--- src/rtl/source_dat_gen_pkg.sv ---
// Shared types and default constants for the two-channel test-data source.
package source_dat_pkg;

  typedef enum logic [1:0] {
    MODE_CONST = 2'd0,
    MODE_INC   = 2'd1,
    MODE_LFSR  = 2'd2,
    MODE_ROT   = 2'd3
  } mode_e;

  typedef enum logic [1:0] {
    ST_IDLE = 2'd0,
    ST_RUN  = 2'd1,
    ST_DONE = 2'd2
  } state_e;

  localparam int          DEF_WIDTH       = 12;
  localparam int          DEF_BURST_LEN   = 16;
  localparam logic [11:0] DEF_MASTER_SEED = 12'h702;
  localparam logic [11:0] DEF_SLAVE_SEED  = 12'hE6C;
  localparam logic [11:0] DEF_LFSR_TAPS   = 12'h829;

endpackage

--- src/rtl/source_dat_gen_if.sv ---
// Valid/ready bundle for the master and slave data channels.
interface source_dat_if #(
  parameter int WIDTH = 12
);
  logic             MASTER_valid;
  logic             MASTER_ready;
  logic [WIDTH-1:0] MASTER_dat;
  logic             SLAVE_valid;
  logic             SLAVE_ready;
  logic [WIDTH-1:0] SLAVE_dat;

  modport master (
    output MASTER_valid, MASTER_dat, SLAVE_valid, SLAVE_dat,
    input  MASTER_ready, SLAVE_ready
  );

  modport slave (
    input  MASTER_valid, MASTER_dat, SLAVE_valid, SLAVE_dat,
    output MASTER_ready, SLAVE_ready
  );
endinterface

--- src/rtl/source_dat_gen_pattern_chan.sv ---
// One handshaked pattern channel: data register, word counter and valid flag.
module pattern_chan
  import source_dat_pkg::*;
#(
  parameter int               WIDTH     = DEF_WIDTH,
  parameter int               BURST_LEN = DEF_BURST_LEN,
  parameter logic [WIDTH-1:0] SEED      = WIDTH'(DEF_MASTER_SEED),
  parameter logic [WIDTH-1:0] LFSR_TAPS = WIDTH'(DEF_LFSR_TAPS)
) (
  input  logic             clk,
  input  logic             rst_n,
  input  logic             load,
  input  mode_e            mode,
  input  logic             ready,
  output logic             valid,
  output logic [WIDTH-1:0] dat,
  output logic             last
);
  localparam int CW = $clog2(BURST_LEN + 1);

  logic [CW-1:0]    cnt;
  logic             xfer;
  logic             at_end;
  logic [WIDTH-1:0] seed_load;

  function automatic logic [WIDTH-1:0] next_word(mode_e m, logic [WIDTH-1:0] d);
    logic [WIDTH-1:0] r;
    case (m)
      MODE_INC:  r = d + WIDTH'(1);
      MODE_LFSR: r = {d[WIDTH-2:0], 1'b0} ^ (d[WIDTH-1] ? LFSR_TAPS : '0);
      MODE_ROT:  r = {d[WIDTH-2:0], d[WIDTH-1]};
      default:   r = d;
    endcase
    return r;
  endfunction

  assign xfer      = valid & ready;
  assign at_end    = (cnt == CW'(BURST_LEN - 1));
  // an all-zero LFSR state would never leave zero
  assign seed_load = (mode == MODE_LFSR && SEED == '0) ? WIDTH'(1) : SEED;
  // finished, or finishing on this edge, so the FSM can leave RUN without a bubble
  assign last      = (cnt == CW'(BURST_LEN)) | (xfer & at_end);

  always_ff @(posedge clk or negedge rst_n) begin
    if (!rst_n) begin
      valid <= 1'b0;
      dat   <= SEED;
      cnt   <= '0;
    end else if (load) begin
      valid <= 1'b1;
      dat   <= seed_load;
      cnt   <= '0;
    end else if (xfer) begin
      cnt <= cnt + CW'(1);
      dat <= next_word(mode, dat);
      if (at_end) valid <= 1'b0;
    end
  end
endmodule

--- src/rtl/source_dat_gen.sv ---
// Burst controller driving two independent pattern channels (master, slave).
module source_dat_gen
  import source_dat_pkg::*;
#(
  parameter int               WIDTH       = DEF_WIDTH,
  parameter int               BURST_LEN   = DEF_BURST_LEN,
  parameter logic [WIDTH-1:0] MASTER_SEED = WIDTH'(DEF_MASTER_SEED),
  parameter logic [WIDTH-1:0] SLAVE_SEED  = WIDTH'(DEF_SLAVE_SEED),
  parameter logic [WIDTH-1:0] LFSR_TAPS   = WIDTH'(DEF_LFSR_TAPS)
) (
  input  logic         clk,
  input  logic         rst_n,
  input  logic         start,
  input  logic [1:0]   mode,
  source_dat_if.master bus,
  output logic         busy,
  output logic         done
);
  state_e state, state_nxt;
  mode_e  mode_q, chan_mode;
  logic   load;
  logic   m_last, s_last;

  always_comb begin
    state_nxt = state;
    load      = 1'b0;
    case (state)
      ST_IDLE: if (start) begin
        load      = 1'b1;
        state_nxt = ST_RUN;
      end
      ST_RUN:  if (m_last && s_last) state_nxt = ST_DONE;
      ST_DONE: state_nxt = ST_IDLE;
      default: state_nxt = ST_IDLE;
    endcase
  end

  // the load cycle uses the incoming mode so the seed fix-up sees it
  assign chan_mode = load ? mode_e'(mode) : mode_q;

  always_ff @(posedge clk or negedge rst_n) begin
    if (!rst_n) begin
      state  <= ST_IDLE;
      mode_q <= MODE_CONST;
      busy   <= 1'b0;
      done   <= 1'b0;
    end else begin
      state <= state_nxt;
      busy  <= (state_nxt == ST_RUN);
      done  <= (state_nxt == ST_DONE);
      if (load) mode_q <= mode_e'(mode);
    end
  end

  pattern_chan #(
    .WIDTH(WIDTH), .BURST_LEN(BURST_LEN), .SEED(MASTER_SEED), .LFSR_TAPS(LFSR_TAPS)
  ) u_master (
    .clk(clk), .rst_n(rst_n), .load(load), .mode(chan_mode),
    .ready(bus.MASTER_ready), .valid(bus.MASTER_valid), .dat(bus.MASTER_dat), .last(m_last)
  );

  pattern_chan #(
    .WIDTH(WIDTH), .BURST_LEN(BURST_LEN), .SEED(SLAVE_SEED), .LFSR_TAPS(LFSR_TAPS)
  ) u_slave (
    .clk(clk), .rst_n(rst_n), .load(load), .mode(chan_mode),
    .ready(bus.SLAVE_ready), .valid(bus.SLAVE_valid), .dat(bus.SLAVE_dat), .last(s_last)
  );
endmodule

--- src/flat_wrapper.sv ---
// flat-port wrapper written by rule: the top's interface ports become plain ports
module source_dat_gen_flat import source_dat_pkg::*;
#(
  parameter int               WIDTH       = DEF_WIDTH,
  parameter int               BURST_LEN   = DEF_BURST_LEN,
  parameter logic [WIDTH-1:0] MASTER_SEED = WIDTH'(DEF_MASTER_SEED),
  parameter logic [WIDTH-1:0] SLAVE_SEED  = WIDTH'(DEF_SLAVE_SEED),
  parameter logic [WIDTH-1:0] LFSR_TAPS   = WIDTH'(DEF_LFSR_TAPS)
)
  (clk, rst_n, start, mode, busy, done, bus_MASTER_valid, bus_MASTER_dat, bus_SLAVE_valid, bus_SLAVE_dat, bus_MASTER_ready, bus_SLAVE_ready);
  source_dat_if #(.WIDTH(WIDTH)) bus_i ();
  input  logic clk;
  input  logic rst_n;
  input  logic start;
  input  logic [1:0] mode;
  output logic busy;
  output logic done;
  output wire logic [$bits(bus_i.MASTER_valid)-1:0] bus_MASTER_valid;
  output wire logic [$bits(bus_i.MASTER_dat)-1:0] bus_MASTER_dat;
  output wire logic [$bits(bus_i.SLAVE_valid)-1:0] bus_SLAVE_valid;
  output wire logic [$bits(bus_i.SLAVE_dat)-1:0] bus_SLAVE_dat;
  input wire logic [$bits(bus_i.MASTER_ready)-1:0] bus_MASTER_ready;
  input wire logic [$bits(bus_i.SLAVE_ready)-1:0] bus_SLAVE_ready;
  assign bus_MASTER_valid = bus_i.MASTER_valid;
  assign bus_MASTER_dat = bus_i.MASTER_dat;
  assign bus_SLAVE_valid = bus_i.SLAVE_valid;
  assign bus_SLAVE_dat = bus_i.SLAVE_dat;
  assign bus_i.MASTER_ready = bus_MASTER_ready;
  assign bus_i.SLAVE_ready = bus_SLAVE_ready;
  source_dat_gen #(.WIDTH(WIDTH), .BURST_LEN(BURST_LEN), .MASTER_SEED(MASTER_SEED), .SLAVE_SEED(SLAVE_SEED), .LFSR_TAPS(LFSR_TAPS)) u_core (.clk(clk), .rst_n(rst_n), .start(start), .mode(mode), .bus(bus_i), .busy(busy), .done(done));
endmodule
--- config.mk ---
export PLATFORM = sky130hd
export DESIGN_NAME = source_dat_gen_flat
export DESIGN_NICKNAME = d
export VERILOG_FILES = /design/src/rtl/source_dat_gen_pkg.sv /design/src/rtl/source_dat_gen_if.sv /design/src/rtl/source_dat_gen_pattern_chan.sv /design/src/rtl/source_dat_gen.sv /design/src/flat_wrapper.sv
export SDC_FILE = /design/constraint.sdc
export NUM_CORES = 1
export LEC_CHECK = 0
export ABC_AREA = 1
export CORE_ASPECT_RATIO = 1.2
export CORE_MARGIN = 2
export CORE_UTILIZATION = 55
export DETAILED_ROUTE_END_ITERATION = 8
export PLACE_DENSITY = 0.88
export REMOVE_ABC_BUFFERS = 1
export SKIP_LAST_GASP = 1
export SYNTH_ARGS = -nofsm -noshare
export SYNTH_HDL_FRONTEND = slang
export SYNTH_SLANG_ARGS = --single-unit
--- constraint.sdc ---
create_clock -name clk -period 1.7 [get_ports clk]
set_clock_uncertainty 0.05 [all_clocks]
set_input_delay 0.255 -clock clk [delete_from_list [all_inputs] [get_ports clk]]
set_output_delay 0.255 -clock clk [all_outputs]
set_load 0.03 [all_outputs]
==> qor.yml <==
status:
  status: "complete, no violations"
clocking:
  cts_root_buf: "clkbuf_8"
  clock-sinks: 42
  cts_tree: "built"
  cts_buffer_depth: 2
  path_clk_slew_ns: 0.09
  cts_buffers: 5
  h-tree-depth: 2
  clk-insertion-delay-late_ns: 0.30
final_layout:
  drive_above_1_share: 0.153
  n_antenna_cell: 0
  instances_no_fill: 476
  final_nets: 432
  area_growth_pct: 27.6
  stdcell_area_um2: 3320
worst_setup_path:
  slowest_stage: "clkdlybuf4s50_1"
  cp.buffers_inverters: 1
  cp_cell_sequence: "clkdlybuf4s50_1"
  rr_startpoint: "u_core.u_master.cnt[0]"
  worst-endpoint-arrival_ns: 1.32
  critPathKind: "reg -> out"
  crit_path_max_fanout: 2
  cp-start-kind: "flop"
  timing.rr.end: "u_core.busy"
  reg2reg_slack_ns: 0.08
  reg2regPathDepth: 8
  slowest_delay_ns: 0.67
  crit_family: "buffers and inverters"
  crit_required_ns: 1.39
  end_kind: "output port"
yosys:
  synth-seq-cells: 42
  ys_seq_area_frac: 0.410
  yosys_warnings: 0
  synth_area_um2: 2600
  yosys_most_used_dff: "dfrtp_1"
  synth.largest_area_cell: "dfrtp_1"
  yosysMostFrequentCell: "nand2_1"
  synthCells: 353
  async_flop_share: 1.00
  syn_area_per_cell_um2: 7.37
  synth.distinct_cells: 32
  synthTopCellsByArea: "dfrtp_1 (30%), nand2_1 (14%), dfstp_2 (11%), inv_1 (6.6%), nand3_1 (6.0%)"
  synth_common_cells: "nand2_1 (95), inv_1 (46), dfrtp_1 (31), nand3_1 (31), nor2_1 (31)"
  synth_edf_count: 0
  yosysTopAreaCellShare: 0.298
global_route:
  track_usage: 0.275
  grt_pass1_vias: 2572
  antenna_found_initial: 0
  grt_first_pass_wirelength_um: 11200
  grt_start_max_net_pins: 25
  grt_overflow_total: 0
placement:
  place_congestion: 0.911
  place_inst: 466
  placed_area_um2: 3210
  dp_hpwl_um: 4800
  portBuffers: 34
power_and_ir_drop:
  internal-power_uw: 3460
  clockPowerShare: 0.094
  power.density_nw_per_um2: 2090
  p_seq_frac: 0.299
  p_leak_uw: 0.00169
  switching_share: 0.501
  irDropWorstVdd_uv: 1210
  p_switching_uw: 3470
  p_comb_frac: 0.607
sta:
  setup_violations: 0
  worst_pin_slew_ns: 0.497
  finalHoldViolCount: 0
  slew_violations: 0
  min_period_ns: 1.63
  period_share: 0.958
  max_freq_mhz: 614
  slew_headroom: 0.669
  grt_setup_unrepaired: "true"
floorplan:
  core_area_um2: 4560
  num_rows: 27
  die_h_um: 79.3
  die_x_um: 66.8
  dieArea_um2: 5300
  io_pins: 35
  initial_core_util: 0.570
drt:
  vias: 2653
  wl_um: 6510
  drcViolationCount: 0
  first_iter_violations: 238
  antenna_left: 0
  via_per_inst: 5.57
  dr.pass1.iters: 5
  wl_per_cell_um: 13.7
hold_path:
  min_path_type: "in -> async"
flow_run:
  drv_cap: 0
worst max-delay path by stage:
| stage | start | to | depth (start not counted) |
|---|---|---|---|
| after floorplan | u_core.u_master.dat[1] | u_core.u_master.dat[6] | 8 |
| after global placement | start | u_core.u_master.dat[5] | 10 |
| after detailed placement | start | u_core.u_master.dat[5] | 10 |
| after CTS | u_core.u_slave.dat[1] | bus_SLAVE_dat[1] | 1 |
| after global routing | u_core.u_slave.dat[2] | u_core.u_slave.dat[9] | 6 |
| final | u_core.u_master.dat[11] | bus_MASTER_dat[11] | 1 |
worst register-to-register path: cells and delay by family (launching register included):
family                     cells  cell delay [ns]
adders and majority gates      2             0.37
and+or+nand+nor                4             0.38
buffers and inverters          1             0.06
DFF                            1             0.38
AOI/OAI and AO/OA              1             0.28
cell families (layout without fill, tap and decap cells):
family          after synthesis  in the layout  synth area share
fa+ha+maj                     8              8            0.0385
compound gates               63             63             0.147
xor+xnor                      4              4            0.0135
buf+inv                      55            120            0.0866
flops                        42             42             0.410
simple gates                181            181             0.305
layer usage:
metal  wire length [um]  share of wire  global-route usage
met1               2570           0.40               0.330
met2               3440           0.53               0.483
met3                379          0.058              0.0453
met4                118          0.018               0.106
met5                  0              0                   0
through the flow:
step,utilization,hold slack (ns),setup slack [ns],TNS [ns],total power (uW)
4_1_cts,0.720,0.395,0.00368,0,6880
6_report,0.727,0.393,0.0720,0,6930
3_5_place_dp,0.704,0.196,-0.0905,-0.253,6360
5_1_grt,0.727,0.433,-0.0331,-0.161,7530
3_3_place_gp,0.704,0.185,-0.0485,-0.0998,6200
2_1_floorplan,-,-0.0906,-0.0428,-0.0428,4680
cell type report:
type / count / area [um^2]
multi-input combinational: 256 / 1330
fill: 370 / 1240
sequential: 42 / 1070
timing repair buffer: 64 / 581
inverter: 48 / 180
tap: 58 / 72.6
clock buffer: 5 / 68.8
clock inverter: 3 / 21.3
power groups by stage:
stage | logic [uW] | clock network, uW | registers (uW)
2_1_floorplan | 2050 | 0 | 2640
3_3_place_gp | 4140 | 0 | 2060
3_5_place_dp | 4270 | 0 | 2080
4_1_cts | 4140 | 672 | 2060
5_1_grt | 4670 | 719 | 2130
6_report | 4210 | 651 | 2070
layout by cell type (no fill, tap or decap), types with 12 or more instances in the layout:
| cell type | count |
|---|---|
| inv_1 | 46 |
| buf_4 | 26 |
| nand2_1 | 95 |
| dfrtp_1 | 30 |
| nand3_1 | 31 |
| o22ai_1 | 12 |
| a21oi_1 | 18 |
| o21ai_0 | 15 |
| nor2_1 | 31 |
| dlygate4sd2_1 | 22 |
repair_timing:
action                     CTS  global route
setup endpoints to repair   22            15
resized for setup           22             9
hold endpoints to repair    10             0
pin swaps                    0             1
hold buffers                 1             0
buffers inserted             0             1
sequential cells by signal (all words and copies together) (netlist names):
name and flops:
u_core.busy 1, u_core.u_master.cnt 5, u_core.done 1, u_core.state 2, u_core.u_slave.cnt 5, u_core.u_slave.valid 1, u_core.u_slave.dat 12, u_core.u_master.dat 12
u_core.mode_q 2, u_core.u_master.valid 1
No activity file was read; power rests on OpenSTA's default activity.
